**config.mk**
```make
export PLATFORM = sky130hd
export DESIGN_NAME = mem_port_arbiter
export DESIGN_NICKNAME = d
export VERILOG_FILES = /design/src/rtl/mem_port_arbiter.sv
export SDC_FILE = /design/constraint.sdc
export NUM_CORES = 1
export LEC_CHECK = 0
export ABC_AREA = 0
export CORE_ASPECT_RATIO = 1.4
export CORE_MARGIN = 2
export CORE_UTILIZATION = 35
export CTS_CLUSTER_DIAMETER = 120
export DETAILED_ROUTE_END_ITERATION = 12
export PLACE_DENSITY = 0.71
export SLEW_MARGIN = 5
export SYNTH_ARGS = -nofsm -noshare
export SYNTH_HDL_FRONTEND = slang
export SYNTH_SLANG_ARGS = --single-unit
```
**constraint.sdc**
```tcl
create_clock -name clk -period 2.6 [get_ports clk]
set_clock_uncertainty 0.2 [all_clocks]
set_input_delay 0.78 -clock clk [delete_from_list [all_inputs] [get_ports clk]]
set_output_delay 0.78 -clock clk [all_outputs]
set_load 0.05 [all_outputs]
```
**src/rtl/mem_port_arbiter.sv**
```systemverilog
// ============================================================================
// mem_port_arbiter : shares one memory port between fetch and data stages,
//                    data-priority arbitration with a fetch starvation guard.
// Revision 1.0 - initial release
// ============================================================================
`default_nettype none

module mem_port_arbiter #(
    parameter int ADDR_WIDTH = 32,
    parameter int DATA_WIDTH = 32,
    parameter int MAX_STARVE = 4
) (
    input  logic                  clk,
    input  logic                  reset,
    input  logic                  enable,
    input  logic                  if_req,
    input  logic [ADDR_WIDTH-1:0] if_addr,
    output logic [DATA_WIDTH-1:0] if_rdata,
    output logic                  if_done,
    input  logic                  dm_req,
    input  logic                  dm_we,
    input  logic [ADDR_WIDTH-1:0] dm_addr,
    input  logic [DATA_WIDTH-1:0] dm_wdata,
    output logic [DATA_WIDTH-1:0] dm_rdata,
    output logic                  dm_done,
    output logic                  mem_valid,
    output logic                  mem_we,
    output logic [ADDR_WIDTH-1:0] mem_addr,
    output logic [DATA_WIDTH-1:0] mem_wdata,
    input  logic [DATA_WIDTH-1:0] mem_rdata,
    input  logic                  mem_ready,
    output logic                  stall
);

    localparam logic [1:0] c_IDLE   = 2'd0;
    localparam logic [1:0] c_BUSY_F = 2'd1;
    localparam logic [1:0] c_BUSY_D = 2'd2;

    localparam logic [3:0] c_MAX_STARVE = 4'(MAX_STARVE);

    logic [1:0]            r_state;
    logic [3:0]            r_starve_cnt;
    logic                  r_mem_valid;
    logic                  r_mem_we;
    logic [ADDR_WIDTH-1:0] r_mem_addr;
    logic [DATA_WIDTH-1:0] r_mem_wdata;
    logic [DATA_WIDTH-1:0] r_if_rdata;
    logic [DATA_WIDTH-1:0] r_dm_rdata;
    logic                  r_if_done;
    logic                  r_dm_done;

    logic                  w_if_elig;
    logic                  w_dm_elig;
    logic                  w_idle;
    logic                  w_grant_d;
    logic                  w_grant_f;

    // A requester whose done pulse is high this cycle is still holding a stale req
    assign w_if_elig = if_req & ~r_if_done;
    assign w_dm_elig = dm_req & ~r_dm_done;
    assign w_idle    = (r_state == c_IDLE);

    assign w_grant_d = enable & w_idle & w_dm_elig &
                       ((r_starve_cnt < c_MAX_STARVE) | ~w_if_elig);
    assign w_grant_f = enable & w_idle & ~w_grant_d & w_if_elig;

    assign stall     = w_if_elig | w_dm_elig;

    always_ff @(posedge clk or negedge reset) begin
        if (!reset) begin
            r_state     <= c_IDLE;
            r_mem_valid <= 1'b0;
            r_mem_we    <= 1'b0;
            r_mem_addr  <= '0;
            r_mem_wdata <= '0;
            r_if_rdata  <= '0;
            r_dm_rdata  <= '0;
            r_if_done   <= 1'b0;
            r_dm_done   <= 1'b0;
        end else begin
            r_if_done <= 1'b0;
            r_dm_done <= 1'b0;
            case (r_state)
                c_IDLE: begin
                    if (w_grant_d) begin
                        r_state     <= c_BUSY_D;
                        r_mem_valid <= 1'b1;
                        r_mem_we    <= dm_we;
                        r_mem_addr  <= dm_addr;
                        r_mem_wdata <= dm_wdata;
                    end else if (w_grant_f) begin
                        r_state     <= c_BUSY_F;
                        r_mem_valid <= 1'b1;
                        r_mem_we    <= 1'b0;
                        r_mem_addr  <= if_addr;
                        r_mem_wdata <= '0;
                    end
                end
                c_BUSY_F: begin
                    if (mem_ready) begin
                        r_state     <= c_IDLE;
                        r_mem_valid <= 1'b0;
                        r_if_done   <= 1'b1;
                        r_if_rdata  <= mem_rdata;
                    end
                end
                c_BUSY_D: begin
                    if (mem_ready) begin
                        r_state     <= c_IDLE;
                        r_mem_valid <= 1'b0;
                        r_dm_done   <= 1'b1;
                        if (!r_mem_we) begin
                            r_dm_rdata <= mem_rdata;
                        end
                    end
                end
                default: begin
                    r_state     <= c_IDLE;
                    r_mem_valid <= 1'b0;
                end
            endcase
        end
    end

    // Counts data grants that overtook a waiting fetch; saturates at the limit
    always_ff @(posedge clk or negedge reset) begin
        if (!reset) begin
            r_starve_cnt <= 4'd0;
        end else if (w_grant_f || !if_req) begin
            r_starve_cnt <= 4'd0;
        end else if (w_grant_d && w_if_elig && (r_starve_cnt < c_MAX_STARVE)) begin
            r_starve_cnt <= r_starve_cnt + 4'd1;
        end
    end

    assign mem_valid = r_mem_valid;
    assign mem_we    = r_mem_we;
    assign mem_addr  = r_mem_addr;
    assign mem_wdata = r_mem_wdata;
    assign if_rdata  = r_if_rdata;
    assign dm_rdata  = r_dm_rdata;
    assign if_done   = r_if_done;
    assign dm_done   = r_dm_done;

endmodule

`default_nettype wire

```
; Word level (Yosys, flattened, before mapping)
; Cells that the tools add are included.
[op_classes]
addsub = 1
magnitude_cmp = 1
eq_ne = 4
n_mux = 19
bitwise_logic = 14
reduce_logical = 12
[ops]
columns = op, count
row1 = 32-bit two-way mux, 4
row2 = 1-bit two-way mux, 8
row3 = 4-bit two-way mux, 2
row4 = 1-bit AND, 7
row5 = 2-bit two-way mux, 3
row6 = 2-bit AND reduction, 3
row7 = 1-bit inverter, 5
row8 = 4-bit by 1-bit adder with 4-bit output (second input constant), 1
row9 = 4-bit by 3-bit < comparator with 1-bit output (second input constant), 1
row10 = 2-bit one-hot mux with 2 select lines, 1
row11 = 2-bit nonzero test, 2
row12 = 3-bit by 1-bit inequality test with 1-bit output (second input constant), 1
row13 = 3-bit AND reduction, 1
row14 = 2-bit by 1-bit equality test with 1-bit output (second input constant), 1
row15 = 2-bit equality test (second input constant), 1
row16 = 1-bit logical AND, 2
row17 = 2-bit zero test, 1
row18 = 2-bit by 1-bit inequality test with 1-bit output (second input constant), 1
row19 = 1-bit bitwise OR, 2
row20 = 1-bit one-hot mux with 2 select lines, 1
row21 = 2-bit OR reduction, 1
row22 = 1-bit zero test, 1
row23 = 1-bit logical OR, 1
[word_totals]
regBits = 138
output_inout_bits = 133
word_cells = 61

; Depth between registers and ports, before layout
[depth]
word_depth = 11
mapped_depth = 8

; Worst setup path before layout
; Ideal clock, no wire load.
[synth_timing]
kind = input port to output port
start = input if_req
end = output stall
t_arrival_ns = 1.209
setup_slack_ns = 0.411
cell_stages = 2
cell_sequence = nand2b_1 > nand2_1
[synth_via]
elab_chain_cells = 2
[synth_rtl]
columns = item, line_no
row1 = start: declaration, 16  ; input logic if_req,
row2 = 1-bit AND, 59  ; assign w_if_elig = if_req & ~r_if_done;
row3 = 1-bit bitwise OR, 67  ; assign stall = w_if_elig | w_dm_elig;
row4 = end: declaration, 32  ; output logic stall
; No other way between the ends.

; Worst setup path in the final report
[layout_timing]
start = register r_mem_wdata[26] (netlist: mem_wdata[26])
end = output mem_wdata[26]
[layout_rtl]
columns = item, line_no
row1 = start: declaration, 46  ; logic [DATA_WIDTH-1:0] r_mem_wdata;
row2 = start signal: assignment, 90  ; r_mem_wdata <= dm_wdata;
row3 = end: declaration, 29  ; output logic [DATA_WIDTH-1:0] mem_wdata,
; No word-level cell between the ends.

==> insert_results.sql <==
INSERT INTO impl_metrics (metric_group, metric, value, unit) VALUES
('pwr', 'pwr-share-seq', '26.9', '%'),
('sta', 'worst_slew_pin_slew', '0.5621', 'ns'),
('die', 'start_util', '35.99', '%'),
('detailed_routing', 'drtAntennaViolNets', '0', ''),
('final_layout', 'final_net_count', '845', ''),
('clock_tree', 'tritoncts', 'yes', ''),
('final_layout', 'post_layout_nonfiller_instances', '912', ''),
('pwr', 'comb_power_share', '56.3', '%'),
('clock_tree', 'clock_sinks', '138', ''),
('placed_design', 'buffer_ports.inserted', '267', ''),
('placed_design', 'detailed_place.area', '0.008439', 'sq mm'),
('global_routing', 'gr-usage-all-layers', '18.58', '%'),
('synthesis', 'synth-seq-cells', '138', ''),
('global_routing', 'first_global_vias', '4783', ''),
('global_routing', 'grt_overflow', '0', ''),
('placed_design', 'gp_congestion', '0.7215', ''),
('synthesis', 'syn-num-nets', '571', ''),
('detailed_routing', 'met2_wirelength', '8320', 'microns'),
('clock_tree', 'htree_levels', '4', ''),
('pwr', 'switching_power', '6511', 'uW'),
('synthesis', 'post-synth-top-area-cell', 'dfrtp_1', ''),
('synthesis', 'syn-mean-instance-area', '12.60', 'sq um'),
('pwr', 'peakVddDrop', '0.001014', 'V'),
('setup_path', 'kind_of_cell_with_the_highest_combined_delay_on_the_critical_path', 'buffers and inverters', ''),
('setup_path', 'timing.critical_path.required', '1.62', 'ns'),
('clock_tree', 'cts-buffers-inserted', '17', ''),
('detailed_routing', 'wl_met3', '1517', 'microns'),
('clock_tree', 'cts_setup_buffers', '0', ''),
('synthesis', 'mappedNetlistArea', '0.005441', 'sq mm'),
('outcome', 'status', 'complete, no violations', ''),
('setup_path', 'crit_path_cell_trace', 'clkdlybuf4s50_1', ''),
('pwr', 'report.power.total', '13870', 'uW'),
('pwr', 'cell_internal_pwr', '7362', 'uW'),
('global_routing', 'grt_pass1_wl', '23740', 'microns'),
('detailed_routing', 'num_vias', '4459', ''),
('placed_design', 'place.detailed.hpwl', '11470', 'microns'),
('detailed_routing', 'drt_pre_antenna_iters', '4', ''),
('sta', 'fin_worst_hold_slack', '0.08450', 'ns'),
('synthesis', 'portion_of_the_post_synthesis_area_used_by_sequential_elements', '63.46', '%'),
('detailed_routing', 'dr.max_layer_used', 'met4', ''),
('detailed_routing', 'dr.first_iter.drc_count', '247', ''),
('sta', 'grt_setup_unrepaired', 'no', ''),
('synthesis', 'number_of_warnings_reported_in_the_yosys_synthesis_log', '0', ''),
('synthesis', 'synth_adder_area_share', '0.9198', '%'),
('synthesis', 'synth_compound_gate_area_share', '10.12', '%'),
('final_layout', 'share_of_post_route_cells_with_drive_strength_above_1', '16.83', '%'),
('min_path', 'holdCritPathClass', 'in -> async', ''),
('setup_path', 'crit_path_launch_type', 'register', ''),
('global_routing', 'pin_count_of_the_biggest_net_entering_global_routing', '65', ''),
('sta', 'slew_headroom', '62.47', '%'),
('final_layout', 'finish.instance_area', '0.009145', 'sq mm'),
('synthesis', 'synth-simple-area-share', '9.014', '%'),
('die', 'io-pin-count', '268', ''),
('die', 'fp.dieW', '109.4', 'microns'),
('setup_path', 'sum_of_buffers_and_inverters_on_the_critical_path', '1', ''),
('synthesis', 'post-synth-top-area-fraction', '63.46', '%'),
('synthesis', 'post_synth_mux_area_share', '13.43', '%'),
('synthesis', 'yosys.area_share.xor_xnor', '0', '%'),
('clock_tree', 'insertion_delay', '0.40', 'ns'),
('setup_path', 'critical_path.endpoint_type', 'primary output', ''),
('setup_path', 'critical_path.slowest_cell', 'clkdlybuf4s50_1', ''),
('synthesis', 'yosys.cell_types.count', '29', ''),
('detailed_routing', 'drt-met1-wl', '5551', 'microns'),
('sta', 'report.final.slew_viol_count', '0', ''),
('setup_path', 'crit_type', 'reg -> out', ''),
('setup_path', 'worstPathMaxFanout', '2', ''),
('detailed_routing', 'drt_wl_total', '15570', 'microns'),
('clock_tree', 'clk_path_buf_depth', '2', ''),
('die', 'die_y', '151.5', 'microns'),
('pwr', 'p_leak', '0.004417', 'uW'),
('pwr', 'power.clock.fraction', '16.9', '%');
## what timing repair did
item                       4_1_cts  5_1_grt
setup endpoints to repair        1       48
resized for setup                1       48
hold endpoints to repair         0        0
## cells by family (layout without fill, tap and decap cells)
| kind of cell | count (synthesis) | in the layout |
|---|---|---|
| DFF | 138 | 138 |
| and+or+nand+nor | 120 | 120 |
| AOI/OAI and AO/OA | 74 | 74 |
| muxes | 65 | 65 |
| buffers and inverters | 31 | 318 |
| adders and majority gates | 4 | 4 |
| other | 0 | 1 |
## worst reg2reg max path: stages (launching register included)
cell and delay [ns]:
dfrtp_1 0.39, inv_1 0.11, ha_1 0.27, nand4b_1 0.20, o21ba_2 0.38, buf_12 0.21
nand2_1 0.09, a31oi_1 0.19
## registers in the layout, indices dropped and copies added, names as in the netlist
register and cells:
mem_we 1, mem_wdata 32, mem_valid 1, mem_addr 32, if_rdata 32, if_done 1
dm_done 1, dm_rdata 32, r_starve_cnt 4, r_state 2
## power groups by stage
stage / clock, uW / sequential (uW) / combinational (uW)
after floorplan: 0 / 7320 / 1440
after global placement: 0 / 3700 / 7810
after detailed placement: 0 / 3780 / 7880
after CTS: 2410 / 3750 / 7910
after global routing: 2510 / 3850 / 8140
final: 2340 / 3730 / 7800
## stage by stage
stage,setup WS [ns],utilization (%),TNS [ns]
6_report,0.03806,60.48,0
5_1_grt,0.00005518,60.48,0
2_1_floorplan,0.4111,-,0
4_1_cts,0.001065,59.67,0
3_5_place_dp,-0.07056,55.82,-0.1651
3_3_place_gp,-0.05605,55.82,-0.05605
## cell usage after synthesis (all sizes together)
| master | number |
|---|---|
| a21oi | 3 |
| a22o | 33 |
| a31oi | 32 |
| and2 | 3 |
| buf | 23 |
| clkbuf | 4 |
| dfrtp | 138 |
| ha | 4 |
| inv | 4 |
| mux2 | 64 |
| mux2i | 1 |
| nand2 | 68 |
| nand2b | 3 |
| nand4b | 2 |
| nor2 | 40 |
| nor2b | 1 |
| nor3 | 1 |
| o21ai | 2 |
| o21ba | 1 |
| o21bai | 1 |
| o22a | 1 |
| o22ai | 1 |
| or2 | 1 |
| or3 | 1 |
## worst paths after layout
check / cells past startpoint / end / slack (ns) / from
min reg2reg: 1 / mem_valid / 0.29 / mem_valid
max reg2reg: 7 / mem_addr[24] / 0.48 / r_state[1]
max in group asynchronous: 2 / if_rdata[7] / 1.47 / reset
min: 1 / mem_addr[25] / 0.08 / reset
max: 1 / mem_wdata[26] / 0.04 / mem_wdata[26]
min in group clk: 1 / mem_valid / 0.29 / mem_valid
## cells in the final DEF (no fill, tap or decap)
cell | Yosys | routed
a21oi_1 | 3 | 3
a22o_1 | 33 | 33
a31oi_1 | 32 | 32
and2_1 | 3 | 3
buf_12 | 0 | 10
buf_4 | 2 | 8
buf_6 | 3 | 1
bufinv_16 | 0 | 1
clkbuf_16 | 0 | 17
clkbuf_8 | 0 | 2
clkdlybuf4s50_1 | 0 | 215
clkinv_4 | 0 | 2
clkinvlp_4 | 0 | 3
dfrtp_1 | 138 | 138
diode_2 | 0 | 1
dlygate4sd2_1 | 0 | 1
dlymetal6s2s_1 | 0 | 47
ha_1 | 4 | 4
inv_1 | 4 | 4
inv_6 | 0 | 7
mux2_1 | 1 | 1
mux2_2 | 63 | 63
mux2i_1 | 1 | 1
nand2_1 | 68 | 66
nand2_2 | 0 | 2
nand2b_1 | 3 | 2
nand2b_2 | 0 | 1
nand4b_1 | 1 | 1
nand4b_2 | 1 | 1
nor2_1 | 40 | 40
nor2b_1 | 1 | 1
nor3_1 | 1 | 1
o21ai_1 | 2 | 2
o21ba_2 | 1 | 1
o21bai_2 | 1 | 1
o22a_1 | 1 | 1
o22ai_1 | 1 | 1
or2_2 | 1 | 1
or3_1 | 1 | 1
## metal layers
layer	track usage, %	up-vias
li1	-	2065
met1	19.56	2213
met2	33.77	171
met3	7.186	10
met4	5.696	0
met5	0	-
## cell type report
cell class / count / area [sq um] / share of cell area [%]
antenna: 1 / 2.502 / 0.02736
clock buffer: 19 / 452.9 / 4.953
clock inverter: 13 / 131.4 / 1.437
inverter: 4 / 15.01 / 0.1642
multi-input combinational: 263 / 1829 / 20.00
sequential: 138 / 3453 / 37.76
tap: 192 / 240.2 / 2.627
timing repair buffer: 282 / 3020 / 33.03
Note: power is estimated with default switching activity, not from simulation.
